[src/rtl/pad_input_filter_pkg.sv]
// Shared types and defaults for the pad input conditioning block.
//   CntWidthDefault - default debounce counter / threshold width
//   NumPadsDefault  - default number of pads
//   pad_evt_cfg_t   - per-pad configuration as laid out by the register file
package pad_filter_pkg;

  localparam int CntWidthDefault = 4;
  localparam int NumPadsDefault  = 8;

  typedef struct packed {
    logic rise_en;
    logic fall_en;
    logic filter_en;
  } pad_evt_cfg_t;

endpackage

[src/rtl/pad_input_filter_if.sv]
// Bundle of pad-side inputs, configuration and conditioned outputs.
//   master : drives raw pads / config / clears, observes levels, pulses, events
//   slave  : the filter block itself
interface pad_input_filter_if #(
  parameter int NumPads  = 8,
  parameter int CntWidth = 4
);
  logic [NumPads-1:0]  pad_in_i;
  logic [NumPads-1:0]  filter_en_i;
  logic [CntWidth-1:0] filter_thresh_i;
  logic [NumPads-1:0]  rise_en_i;
  logic [NumPads-1:0]  fall_en_i;
  logic [NumPads-1:0]  evt_clr_i;
  logic [NumPads-1:0]  data_o;
  logic [NumPads-1:0]  rise_o;
  logic [NumPads-1:0]  fall_o;
  logic [NumPads-1:0]  evt_o;

  modport master (
    output pad_in_i, filter_en_i, filter_thresh_i, rise_en_i, fall_en_i, evt_clr_i,
    input  data_o, rise_o, fall_o, evt_o
  );

  modport slave (
    input  pad_in_i, filter_en_i, filter_thresh_i, rise_en_i, fall_en_i, evt_clr_i,
    output data_o, rise_o, fall_o, evt_o
  );
endinterface

[src/rtl/pad_input_filter_bit.sv]
// One pad: 2-flop synchroniser, consecutive-sample debounce, level register,
// edge pulses and sticky event flag.
//   pad_in_i        raw asynchronous pad value
//   cfg_i           rise/fall event enables and filter enable
//   filter_thresh_i shared debounce threshold
//   evt_clr_i       write-1-to-clear for evt_o
//   data_o/rise_o/fall_o/evt_o  conditioned level, edge pulses, sticky event
module pad_filter_bit
  import pad_filter_pkg::*;
#(
  parameter int CntWidth = CntWidthDefault
) (
  input  logic                clk_i,
  input  logic                rst_ni,
  input  logic                pad_in_i,
  input  pad_evt_cfg_t        cfg_i,
  input  logic [CntWidth-1:0] filter_thresh_i,
  input  logic                evt_clr_i,
  output logic                data_o,
  output logic                rise_o,
  output logic                fall_o,
  output logic                evt_o
);

  logic                s1, s2;
  logic [CntWidth-1:0] cnt;
  logic [CntWidth-1:0] thr;
  logic                evt_set;

  assign thr     = cfg_i.filter_en ? filter_thresh_i : '0;
  assign evt_set = (rise_o & cfg_i.rise_en) | (fall_o & cfg_i.fall_en);

  // cnt counts samples of s2 disagreeing with data_o; it is cleared on any
  // agreement, so the level only moves after T+1 consecutive samples. The >=
  // test lets a lowered threshold take effect on the very next sample, and
  // also keeps cnt from ever exceeding T (no wrap).
  always_ff @(posedge clk_i or negedge rst_ni) begin
    if (!rst_ni) begin
      s1     <= 1'b0;
      s2     <= 1'b0;
      cnt    <= '0;
      data_o <= 1'b0;
      rise_o <= 1'b0;
      fall_o <= 1'b0;
    end else begin
      s1     <= pad_in_i;
      s2     <= s1;
      rise_o <= 1'b0;
      fall_o <= 1'b0;
      if (s2 == data_o) begin
        cnt <= '0;
      end else if (cnt >= thr) begin
        data_o <= s2;
        cnt    <= '0;
        rise_o <= s2;
        fall_o <= ~s2;
      end else begin
        cnt <= cnt + 1'b1;
      end
    end
  end

  // A new event wins over a coincident clear so no edge is ever lost.
  always_ff @(posedge clk_i or negedge rst_ni) begin
    if (!rst_ni)        evt_o <= 1'b0;
    else if (evt_set)   evt_o <= 1'b1;
    else if (evt_clr_i) evt_o <= 1'b0;
  end

endmodule

[src/rtl/pad_input_filter.sv]
// Per-pad input conditioning: NumPads independent pad_filter_bit lanes
// sharing one debounce threshold.
//   clk_i, rst_ni : core clock, async active-low reset
//   bus (slave)   : raw pads, per-pad config, clears; levels, pulses, events
module pad_input_filter
  import pad_filter_pkg::*;
#(
  parameter int NumPads  = NumPadsDefault,
  parameter int CntWidth = CntWidthDefault
) (
  input  logic clk_i,
  input  logic rst_ni,
  pad_input_filter_if.slave bus
);

  logic [NumPads-1:0] data, rise, fall, evt;

  for (genvar i = 0; i < NumPads; i++) begin : g_pad
    pad_evt_cfg_t cfg;
    assign cfg = '{rise_en:   bus.rise_en_i[i],
                   fall_en:   bus.fall_en_i[i],
                   filter_en: bus.filter_en_i[i]};

    pad_filter_bit #(.CntWidth(CntWidth)) u_bit (
      .clk_i           (clk_i),
      .rst_ni          (rst_ni),
      .pad_in_i        (bus.pad_in_i[i]),
      .cfg_i           (cfg),
      .filter_thresh_i (bus.filter_thresh_i),
      .evt_clr_i       (bus.evt_clr_i[i]),
      .data_o          (data[i]),
      .rise_o          (rise[i]),
      .fall_o          (fall[i]),
      .evt_o           (evt[i])
    );
  end

  assign bus.data_o = data;
  assign bus.rise_o = rise;
  assign bus.fall_o = fall;
  assign bus.evt_o  = evt;

endmodule
[src/flat_wrapper.sv]
// flat-port wrapper written by rule: the top's interface ports become plain ports
module pad_input_filter_flat import pad_filter_pkg::*;
#(
  parameter int NumPads  = NumPadsDefault,
  parameter int CntWidth = CntWidthDefault
)
  (clk_i, rst_ni, bus_pad_in_i, bus_filter_en_i, bus_filter_thresh_i, bus_rise_en_i, bus_fall_en_i, bus_evt_clr_i, bus_data_o, bus_rise_o, bus_fall_o, bus_evt_o);
  pad_input_filter_if #(.NumPads(NumPads), .CntWidth(CntWidth)) bus_i ();
  input  logic clk_i;
  input  logic rst_ni;
  input wire logic [$bits(bus_i.pad_in_i)-1:0] bus_pad_in_i;
  input wire logic [$bits(bus_i.filter_en_i)-1:0] bus_filter_en_i;
  input wire logic [$bits(bus_i.filter_thresh_i)-1:0] bus_filter_thresh_i;
  input wire logic [$bits(bus_i.rise_en_i)-1:0] bus_rise_en_i;
  input wire logic [$bits(bus_i.fall_en_i)-1:0] bus_fall_en_i;
  input wire logic [$bits(bus_i.evt_clr_i)-1:0] bus_evt_clr_i;
  output wire logic [$bits(bus_i.data_o)-1:0] bus_data_o;
  output wire logic [$bits(bus_i.rise_o)-1:0] bus_rise_o;
  output wire logic [$bits(bus_i.fall_o)-1:0] bus_fall_o;
  output wire logic [$bits(bus_i.evt_o)-1:0] bus_evt_o;
  assign bus_i.pad_in_i = bus_pad_in_i;
  assign bus_i.filter_en_i = bus_filter_en_i;
  assign bus_i.filter_thresh_i = bus_filter_thresh_i;
  assign bus_i.rise_en_i = bus_rise_en_i;
  assign bus_i.fall_en_i = bus_fall_en_i;
  assign bus_i.evt_clr_i = bus_evt_clr_i;
  assign bus_data_o = bus_i.data_o;
  assign bus_rise_o = bus_i.rise_o;
  assign bus_fall_o = bus_i.fall_o;
  assign bus_evt_o = bus_i.evt_o;
  pad_input_filter #(.NumPads(NumPads), .CntWidth(CntWidth)) u_core (.clk_i(clk_i), .rst_ni(rst_ni), .bus(bus_i));
endmodule
[config.mk]
export PLATFORM = sky130hd
export DESIGN_NAME = pad_input_filter_flat
export DESIGN_NICKNAME = d
export VERILOG_FILES = /design/src/rtl/pad_input_filter_pkg.sv /design/src/rtl/pad_input_filter_if.sv /design/src/rtl/pad_input_filter_bit.sv /design/src/rtl/pad_input_filter.sv /design/src/flat_wrapper.sv
export SDC_FILE = /design/constraint.sdc
export NUM_CORES = 1
export LEC_CHECK = 0
export BUFFER_PORTS_ARGS = -buffer_cell sky130_fd_sc_hd__buf_2
export CAP_MARGIN = 20
export CORE_ASPECT_RATIO = 0.75
export CORE_MARGIN = 3
export CORE_UTILIZATION = 62
export CTS_BUF_LIST = sky130_fd_sc_hd__clkbuf_4 sky130_fd_sc_hd__clkbuf_8
export DETAILED_ROUTE_END_ITERATION = 10
export GPL_TIMING_DRIVEN = 0
export PLACE_DENSITY = 0.88
export SYNTH_ARGS = -nofsm -noshare
export SYNTH_HDL_FRONTEND = slang
export SYNTH_SLANG_ARGS = --single-unit
[constraint.sdc]
create_clock -name clk_i -period 3.12 [get_ports clk_i]
set_input_delay 0.624 -clock clk_i [delete_from_list [all_inputs] [get_ports clk_i]]
set_output_delay 0.624 -clock clk_i [all_outputs]
set_load 0.005 [all_outputs]
# Word level (Yosys, flattened, before mapping)
# Index checks and enable logic that the tools add are counted.
# totals
output_inout_bits	32
regBits	80
wordCells	208
inputBits	46
# op_classes
reduce_logical	16
mux	72
n_lt_le_gt_ge	8
n_bitwise	40
add_sub_neg	8
eq_ne	8
# op_table
cell	count
4-bit two-way mux	24
1-bit two-way mux	48
4-bit by 1-bit adder with 4-bit output, second input constant	8
4-bit >= comparator	8
1-bit bitwise AND	16
1-bit NOT	16
2-bit AND reduction	8
2-bit nonzero test	8
1-bit == test	8
1-bit OR	8

# Longest topological paths before layout
# logic_depth
depth_word	4
ltp_mapped	7

# Modules after synthesis
# A second synthesis with hierarchy kept.
# unflattened
hier_cells	320
area_unflattened_um2	3963.8
# modules_own_cells
module	cells_each	area_each_um2	instances	seq_area_each_um2
pad_filter_bit	40	495.5	8	250.2

# Worst setup path after synthesis
# Ideal clock, no wire load.
# synth_timing
kind	input port to flip-flop
startpoint	in bus_filter_thresh_i[1]
endpoint	reg u_core.g_pad[4].u_bit.data_o
n_path_buf	1
required_time_ps	2995
arrival_time_ps	1990
cell_stages	6
path_slack_ps	1005
cell_sequence	clkbuf_1 > nand2_1 > ha_1 > a2111oi_4 > or2_4 > mux2_4
# synth_between
elab_chain_len	3
# synth_lines
item	line	rtl
start, declared	flat_wrapper.sv:13	input wire logic [$bits(bus_i.filter_thresh_i)-1:0] bus_filter_thresh_i;
4-bit two-way mux	pad_input_filter_bit.sv:30	assign thr = cfg_i.filter_en ? filter_thresh_i : '0;
4-bit >= comparator	pad_input_filter_bit.sv:52	end else if (cnt >= thr) begin
2-bit AND reduction (no source line)	-	
end signal, assigned	pad_input_filter_bit.sv:42	data_o <= 1'b0;
end signal, assigned	pad_input_filter_bit.sv:53	data_o <= s2;
end, declared	pad_input_filter_bit.sv:19	output logic data_o,
# Every way passes these cells.
# A chain may end at the register's enable or synchronous reset.

# Worst setup path after layout
# Same ends and word-level chain as after synthesis.

==> qor.tcl <==
set qor(timing.clock.skew_ns) 0.0101
set qor(timing.critical_path.arrival_ns) 2.27
set qor(number_of_placement_rows) 25
set qor(clock-root-buffer) {clkbuf_8}
set qor(worstSetupStartpointType) {primary input}
set qor(setup.worst_path.class) {primary input to register}
set qor(die_h_microns) 77.5
set qor(layout_common_cells) {dfrtp_1 (80), buf_2 (73), ha_1 (40), buf_4 (33), nor2_1 (32)}
set qor(seq_area_frac_synth_pct) 47.4
set qor(dr_total_vias) 2758
set qor(gpl.final_weighted_congestion) 0.782
set qor(synth_nets) 441
set qor(synth_top_cell_area_share_pct) 47.4
set qor(netlist_area_sq_um) 4230
set qor(netlist-cell-type-count) 20
set qor(drt_first_pass_iters) 5
set qor(synthesis.area_per_instance_sq_um) 11.9
set qor(num_antenna_cells) 0
set qor(via_per_inst) 5.23
set qor(insertion_delay_ns) 0.35
set qor(synthCells) 355
set qor(pre_cts_ws_ns) 0.728
set qor(whs_ns) 0.0896
set qor(leakagePower_uw) 0.00250
set qor(postcts_resize_cnt) 0
set qor(tritoncts.num_buffers) 9
set qor(register_bit_count_reported_by_yosys) 80
set qor(final-hold-violation-count) 0
set qor(critPathSlowestCell) {ha_1}
set qor(clkSlewWorstSetupHoldPaths_ns) 0.09
set qor(worst-slew-pin-transition_ns) 0.446
set qor(wl_microns) 7620
set qor(critPathBufInv) 1
set qor(synth.top_cells.by_area) {dfrtp_1 (47%), ha_1 (12%), buf_4 (5.7%)}
set qor(final_max_slew_viols) 0
set qor(die_width_microns) 101
set qor(top_level_ports) 78
set qor(final_common_cell) {dfrtp_1}
set qor(post_cts_buffers) 0
set qor(post_drt_wl_per_cell_microns) 14.5
set qor(grt_setup_unrepaired) {false}
set qor(core_area_sq_um) 6440
set qor(first_global_vias) 2953
set qor(first_pass_grt_wire_length_microns) 12900
set qor(remaining_drc_errors) 0
set qor(final_net_count) 527
set qor(port_buffers) 74
set qor(fin_util_pct) 76.1
set qor(fin_crit_sh_pct) 65.2
set qor(layout-area-overhead-vs-synth_pct) 16.0
set qor(crit_required_ns) 3.35
set qor(initial_utilization_pct) 65.6
set qor(power.ir.vdd_worst_mv) 0.364
set qor(synth_top_cell_by_area) {dfrtp_1}
set qor(clock.fmax_mhz) 492
set qor(critical-path-max-stage-delay_ns) 0.36
set qor(global_route.usage.total_pct) 20.9
set qor(period_needed_ns) 2.03
set qor(critPathTopFamily) {adder cells}
set qor(holdCritPathClass) {primary input to asynchronous set/reset pin}
set qor(crit_chain) {clkbuf_1 > nand2_1 > ha_1 > a2111oi_4 > or2_4 > mux2_4}
set qor(cts_max_path_buffers) 2
set qor(run_status) {finished clean}
set qor(clock_sinks) 80
set qor(antenna_found_initial) 0
set qor(drt_first_iter_violations) 67
set qor(drv_cap) 0
set qor(cts_tree) {done}
set qor(layout-drive-gt1-share_pct) 36.5
set qor(final_setup_vio_count) 0
set qor(setup_tns_ns) 0
set qor(power-per-cell-area_nw_per_um2) 729
set qor(yosysWarningCount) 0
set qor(h-tree-depth) 3
set qor(worst_slew_slack_as_a_fraction_of_its_limit_pct) 70.2
set qor(timing.critical_path.to_type) {register}
set qor(post-dp-hpwl_microns) 5820
set qor(post-layout-total-power_uw) 3580
set qor(congestion_overflow_gr) 0
set qor(fin_ws_ns) 1.09
set qor(grt_max_degree) 73
set qor(crit_path_max_fanout) 8
set qor(ctsHoldBuffers) 0
set qor(ant_nets_after_route) 0
set qor(die_area_sq_um) 7850
[synth_stat cells, drive strengths merged]
| master | count |
|---|---|
| inv | 16 |
| o21a | 8 |
| xor2 | 16 |
| nand2 | 24 |
| nor3b | 16 |
| and3 | 8 |
| a2111oi | 8 |
| or2 | 8 |
| and2 | 8 |
| buf | 32 |
| nand2b | 8 |
| mux2 | 8 |
| nor2 | 32 |
| nand3 | 8 |
| o21ai | 16 |
| ha | 40 |
| dfrtp | 80 |
| clkbuf | 3 |
| xnor2 | 8 |
| a22oi | 8 |
[stage by stage]
stage,area (sq um),instances
finish,4900,527
global route,4900,527
CTS,4900,527
floorplan,4230,355
global placement,4700,510
detailed placement,4730,511
[where the power goes]
part | internal [uW] | switching [uW]
sequential | 1270 | 226
combinational | 844 | 550
clock | 300 | 382
[area by class of cell]
type	count	area, sq um
Timing Repair Buffer	75	400
Multi-Input combinational cell	224	1910
Inverter	16	60.1
Tap cell	81	101
Clock buffer	10	131
Sequential cell	80	2000
Clock inverter	6	45.0
Buffer	35	251
Fill cell	454	1540
[sequential cells by signal (all words and copies together) (netlist names)]
register and flops:
u_core.g_pad.u_bit.cnt 32, u_core.g_pad.u_bit.data_o 8, u_core.g_pad.u_bit.evt_o 8, u_core.g_pad.u_bit.fall_o 8, u_core.g_pad.u_bit.rise_o 8, u_core.g_pad.u_bit.s1 8
u_core.g_pad.u_bit.s2 8
[routing by layer]
layer / vias to the layer above / track usage (%) / part of all wire, %
met5: - / 0 / 0
met3: 12 / 6.02 / 6.0
li1: 1349 / - / -
met4: 0 / 5.98 / 1.3
met1: 1332 / 23.3 / 41
met2: 65 / 38.3 / 52
[cells by family after synthesis]
kind of cell	synth area share, %
xor gates and xnor gates	4.97
adders and majority gates	11.8
and+or+nand+nor	15.6
buffers and inverters	7.37
DFF	47.4
muxes	2.84
AOI/OAI and AO/OA	9.95
[worst paths after layout]
kind | start | slack [ns] | end | cells after the start
worst max-delay path | bus_filter_thresh_i[1] | 1.09 | u_core.g_pad[4].u_bit.data_o$_DFFE_PN0P_ | 6
worst min-delay path | rst_ni | 0.09 | u_core.g_pad[0].u_bit.fall_o$_DFF_PN0_ | 1
worst max register to register | u_core.g_pad[0].u_bit.cnt[0]$_DFF_PN0_ | 1.21 | u_core.g_pad[0].u_bit.data_o$_DFFE_PN0P_ | 6
worst min register to register | u_core.g_pad[5].u_bit.s1$_DFF_PN0_ | 0.35 | u_core.g_pad[5].u_bit.s2$_DFF_PN0_ | 0
max in group asynchronous | rst_ni | 2.46 | u_core.g_pad[6].u_bit.s2$_DFF_PN0_ | 2
min in group clk_i | u_core.g_pad[5].u_bit.s1$_DFF_PN0_ | 0.35 | u_core.g_pad[5].u_bit.s2$_DFF_PN0_ | 0
No activity file was read; power rests on OpenSTA's default activity.
